File: src/rtl/sigma_np.sv
// sigma_np -- block accumulator for a strobed sample stream.
//
// Each rising edge of syn_in takes one sample from data_in, converts it from
// sign-magnitude or two's complement to a signed OUT_W value, and adds it to a
// running sum. After 2^len samples the full block sum is presented on data_out
// with a one-cycle syn_out pulse, and the accumulator restarts.
//
// Optional feature: define SIGMA_NP_MEAN_EN to add mean_out, the rounded block
// mean, registered together with data_out.
//
// Ports:
//   clk      in   clock, rising edge
//   res      in   asynchronous active-high reset
//   data_in  in   [DATA_W]   sample value
//   syn_in   in   sample strobe, one sample per rising edge
//   fmt_sm   in   1 = sign-magnitude, 0 = two's complement
//   log2_n   in   [LW]       requested block length as log2
//   clr      in   synchronous block restart
//   data_out out  [OUT_W]    two's-complement block sum
//   syn_out  out  one-cycle pulse marking a new data_out
//   mean_out out  [DATA_W+1] rounded block mean (SIGMA_NP_MEAN_EN only)
module sigma_np #(
  parameter int DATA_W     = 8,
  parameter int LOG2_N_MAX = 4,
  localparam int OUT_W     = DATA_W + LOG2_N_MAX,
  localparam int LW        = $clog2(LOG2_N_MAX + 1)
) (
  input  logic              clk,
  input  logic              res,
  input  logic [DATA_W-1:0] data_in,
  input  logic              syn_in,
  input  logic              fmt_sm,
  input  logic [LW-1:0]     log2_n,
  input  logic              clr,
  output logic [OUT_W-1:0]  data_out,
  output logic              syn_out
`ifdef SIGMA_NP_MEAN_EN
  ,
  output logic [DATA_W:0]   mean_out
`endif
);

  localparam int CNT_W = (LOG2_N_MAX > 0) ? LOG2_N_MAX : 1;

  // Sample conversion to a signed OUT_W value. Sign-magnitude -0 yields 0
  // because negating a zero magnitude is still zero.
  function automatic logic signed [OUT_W-1:0] to_sample(
    input logic [DATA_W-1:0] d,
    input logic              sm
  );
    logic signed [OUT_W-1:0] mag;
    mag = {{(OUT_W-DATA_W+1){1'b0}}, d[DATA_W-2:0]};
    if (sm) begin
      return d[DATA_W-1] ? -mag : mag;
    end
    return {{(OUT_W-DATA_W){d[DATA_W-1]}}, d};
  endfunction

`ifdef SIGMA_NP_MEAN_EN
  // Rounded mean: add half an LSB of the result, then arithmetic shift.
  // Worked one bit wider than the sum so the bias cannot wrap.
  function automatic logic [DATA_W:0] round_mean(
    input logic signed [OUT_W-1:0] s,
    input logic [LW-1:0]           l
  );
    logic signed [OUT_W:0] wide;
    logic signed [OUT_W:0] bias;
    wide = {s[OUT_W-1], s};
    bias = '0;
    if (l != '0) begin
      bias = (OUT_W+1)'(1) << (l - LW'(1));
    end
    wide = (wide + bias) >>> l;
    return wide[DATA_W:0];
  endfunction
`endif

  logic                    syn_d;
  logic signed [OUT_W-1:0] sigma;
  logic [CNT_W-1:0]        count;
  logic [LW-1:0]           len_q;

  logic                    pulse;
  logic [LW-1:0]           len_lim;
  logic [LW-1:0]           len_eff;
  logic [CNT_W:0]          blk_n;
  logic                    last;
  logic signed [OUT_W-1:0] sample;
  logic signed [OUT_W-1:0] sum_next;

  assign pulse   = syn_in & ~syn_d;
  assign len_lim = (log2_n > LW'(LOG2_N_MAX)) ? LW'(LOG2_N_MAX) : log2_n;
  // At the start of a block the freshly requested length applies to the
  // first sample too; once the block is running the latched length is frozen.
  assign len_eff  = (count == '0) ? len_lim : len_q;
  assign blk_n    = (CNT_W+1)'(1) << len_eff;
  assign last     = ({1'b0, count} == (blk_n - (CNT_W+1)'(1)));
  assign sample   = to_sample(data_in, fmt_sm);
  assign sum_next = sigma + sample;

  // Stage boundary: strobe edge, accumulate, publish completed block
  always_ff @(posedge clk or posedge res) begin
    if (res) begin
      syn_d    <= 1'b0;
      sigma    <= '0;
      count    <= '0;
      len_q    <= '0;
      data_out <= '0;
      syn_out  <= 1'b0;
`ifdef SIGMA_NP_MEAN_EN
      mean_out <= '0;
`endif
    end else begin
      syn_d   <= syn_in;
      syn_out <= 1'b0;
      if (count == '0) begin
        len_q <= len_lim;
      end
      if (clr) begin
        // Restart wins over a coincident strobe; the strobe is consumed.
        sigma <= '0;
        count <= '0;
      end else if (pulse) begin
        if (last) begin
          data_out <= sum_next;
          sigma    <= '0;
          count    <= '0;
          syn_out  <= 1'b1;
`ifdef SIGMA_NP_MEAN_EN
          mean_out <= round_mean(sum_next, len_eff);
`endif
        end else begin
          sigma <= sum_next;
          count <= count + CNT_W'(1);
        end
      end
    end
  end

endmodule

File: config.mk
export PLATFORM = sky130hd
export DESIGN_NAME = sigma_np
export DESIGN_NICKNAME = d
export VERILOG_FILES = /design/src/rtl/sigma_np.sv
export SDC_FILE = /design/constraint.sdc
export NUM_CORES = 1
export LEC_CHECK = 0
export ABC_AREA = 1
export CORE_UTILIZATION = 44
export DETAILED_ROUTE_END_ITERATION = 6
export PLACE_DENSITY_LB_ADDON = 0.1
export SLEW_MARGIN = 10
export SYNTH_ARGS = -nofsm -noshare
export SYNTH_HDL_FRONTEND = slang
export SYNTH_SLANG_ARGS = --single-unit
File: constraint.sdc
create_clock -name clk -period 2.97 [get_ports clk]
set_clock_uncertainty 0.05 [all_clocks]
set_input_delay 0.297 -clock clk [delete_from_list [all_inputs] [get_ports clk]]
set_output_delay 0.297 -clock clk [all_outputs]
set_load 0.01 [all_outputs]
==> results.sh, run 1 <==
export IMPL_dr_first_iter_drc_count=75
export IMPL_path_cells="clkdlybuf4s50_1, inv_1, ha_1, nand2_1, nor3_1, or2_2, xor2_1, inv_1, ha_1, nand2_1, nor3_2, nand2_1, nand2_1, nand2_1, nand2_1, nand2_1, nand2_1, nand4_1, nand2_1"
export IMPL_drive_above_1_share_pct=9.89
export IMPL_hp_class="in -> async"
export IMPL_fillers=538
export IMPL_r2r_slack_ns=0.29
export IMPL_netlist_area_um2=2370
export IMPL_antenna_found_initial=0
export IMPL_start_kind="input pin"
export IMPL_portBuffers=28
export IMPL_synth_sequential_area_ratio_pct=34.9
export IMPL_async_flop_share_pct=100
export IMPL_maxCapViolations=0
export IMPL_start_util_pct=46.1
export IMPL_p_leak_nw=1.57
export IMPL_synthCells=325
export IMPL_ios=29
export IMPL_synth_nets=358
export IMPL_setup_viol_count_final=0
export IMPL_post_route_min_period_ns=2.73
export IMPL_num_vias=2086
export IMPL_synth_edf_count=0
export IMPL_finalHoldViolations=0
export IMPL_dr_pass1_iters=5
export IMPL_cp_arrival_ns=2.90
export IMPL_cts_num_sinks=33
export IMPL_cts_buffer_depth=2
export IMPL_rr_worst_depth=17
export IMPL_syn_area_per_cell_um2=7.29
export IMPL_ir_drop_v=0.000274
export IMPL_cts_root_buf="clkbuf_8"
export IMPL_die_y_um=75.4
export IMPL_synthFlopType="dfrtp_1"
export IMPL_grt_max_degree=34
export IMPL_die_x_um=75.4
export IMPL_relSlewSlack_pct=63.7
export IMPL_fin_util_pct=55.7
export IMPL_critPathMostFrequentCell="nand2_1"
export IMPL_synth_cell_types=31
export IMPL_place_area_um2=2760
export IMPL_hpwl_um=3930
export IMPL_yosysWarningCount=0
export IMPL_fin_crit_sh_pct=91.9
export IMPL_die_area_um2=5680
export IMPL_outcome="completed"
export IMPL_p_per_area_nw_per_um2=608
export IMPL_drv_slew=0
export IMPL_htree_levels=2
export IMPL_cts_tree="yes"
export IMPL_worstMarginPinSlew_ns=0.542
export IMPL_max_clock_freq_mhz=366
export IMPL_grt_pass1_vias=1909
export IMPL_n_antenna_cell=0
export IMPL_cts_buffers_inserted=5
export IMPL_core_um2=5140
export IMPL_final_nets=396
export IMPL_hold_buffers=0
export IMPL_postLayoutCellArea_um2=2860
export IMPL_grt_use_total_pct=20.0
export IMPL_totalWireLength_um=4980
export IMPL_r2r_start="count[0]"
export IMPL_wire_per_inst_um=11.5
export IMPL_worstPathMaxFanout=4
export IMPL_gp_congestion=0.865
export IMPL_ys_ff_latch=33
export IMPL_required_ns=3.14
export IMPL_grt_setup_unrepaired="no"
export IMPL_criticalPathCategory="in -> reg"
export IMPL_insertion_delay_ns=0.29
export IMPL_postRouteAntennaNets=0
export IMPL_rows=26
export IMPL_syn_to_final_growth_pct=20.9
export IMPL_grt_pass1_wl_um=8690
export IMPL_r2r_end="data_out[8]"
export IMPL_cp_end_kind="flop"
export IMPL_viasPerCell=4.81
export IMPL_drc=0
export IMPL_grt_overflow=0
export IMPL_cp_slowest_cell="clkdlybuf4s50_1"
export IMPL_path_clk_slew_ns=0.07
export IMPL_max_stage_delay_ns=0.47
[layer usage]
layer | part of all wire [%] | routed length, um | GRT usage [%]
met4 | 0.98 | 49 | 5.14
met1 | 53 | 2650 | 30.4
met5 | 0 | 0 | 0
met3 | 3.1 | 156 | 3.57
met2 | 43 | 2130 | 29.3
[stage by stage]
stage	setup slack, ns	hold WS, ns	setup TNS (ns)	power [mW]	cells
after floorplan	0.519	0.278	0	1.18	325
after global placement	0.00226	0.404	0	1.39	426
after detailed placement	-0.0611	0.408	-0.246	1.40	426
after CTS	0.122	0.373	0	1.73	434
after global routing	0.0131	0.437	0	1.89	434
final	0.241	0.355	0	1.74	434
[kinds of logic after synthesis]
family          synth area share [%]
xor+xnor                        5.18
buf+inv                         9.98
simple gates                    33.9
fa+ha+maj                       9.30
compound gates                  6.81
flops                           34.9
[critical path, delay by kind of cell]
kind,cells,cell delay (ns)
buf+inv,3,0.59
fa+ha+maj,2,0.55
xor+xnor,1,0.14
simple gates,13,1.31
[sequential cells by signal, indices dropped and copies added (netlist names)]
register / cells
count: 4
data_out: 12
len_q: 3
sigma: 12
syn_d: 1
syn_out: 1
[synth_stat cells (2+ instances only)]
cell type	n	area [um^2]
nand2_1	102	383
inv_1	48	180
dfrtp_1	33	826
nand3_1	29	145
ha_1	16	200
nand4_1	15	93.8
o21ai_0	12	60.1
nor2_1	11	41.3
xor2_1	11	96.3
a21oi_1	9	45.0
nand2_2	7	43.8
clkbuf_1	3	11.3
nor3_1	3	15.0
xnor2_1	3	26.3
a21boi_0	2	15.0
buf_4	2	15.0
buf_6	2	22.5
inv_2	2	7.51
nand3_2	2	20.0
o21bai_1	2	15.0
[worst max path at each step]
stage,start,end,slack (ns),cells past startpoint
2_1_floorplan,count[0],data_out[2],0.52,18
3_3_place_gp,data_in[0],sigma[11],0.002,18
3_5_place_dp,data_in[0],data_out[9],-0.06,19
4_1_cts,count[0],sigma[8],0.12,17
5_1_grt,data_in[0],data_out[7],0.01,16
6_report,data_in[0],data_out[9],0.24,19
[cells in the final DEF, fill, tap and decap left out, types with 2 or more instances in the layout]
cell,n
nand3_2,2
clkinv_2,2
nand2_2,6
a21boi_0,2
a21oi_1,9
clkbuf_8,5
inv_1,48
buf_4,10
o21ai_0,11
nand3_1,29
nand2_4,2
ha_1,15
clkdlybuf4s50_1,28
nand2_1,102
nand4_1,15
nor3_1,2
xor2_1,11
dfrtp_1,33
nor2_1,11
o21ai_1,2
xnor2_1,3
[cell type report]
| class | instances | area (um^2) | area share, % |
|---|---|---|---|
| inverters | 50 | 190 | 6.64 |
| flip-flops and latches | 33 | 826 | 28.8 |
| clock buffers | 6 | 72.6 | 2.53 |
| repair buffers | 38 | 355 | 12.4 |
| well taps | 70 | 87.6 | 3.06 |
| clock inverters | 2 | 10.0 | 0.349 |
| multi-input cells | 235 | 1320 | 46.2 |
[report_power, final]
part           internal, mW  switching [mW]  total [mW]  leakage, nW
Clock                 0.162           0.168       0.330       0.0450
Combinational         0.328           0.508       0.836         1.08
Sequential            0.527          0.0477       0.574        0.447
[repair_timing]
item / CTS / global route
hold endpoints to repair: 0 / 0
resized for setup: 0 / 6
setup buffers: 0 / 0
setup endpoints to repair: 0 / 28
No activity file was read; power rests on OpenSTA's default activity.
==> run 2, diff against run 1 <==
Settings changed: HOLD_SLACK_MARGIN set to 0.1.
==> results of run 2 <==
The final DEF is identical to that of run 1; final timing and power are the same.
==> run 3, diff against run 2 <==
Settings changed: CORE_MARGIN set to 1.
==> results of run 3 <==
The final DEF is identical to that of run 1; final timing and power are the same.
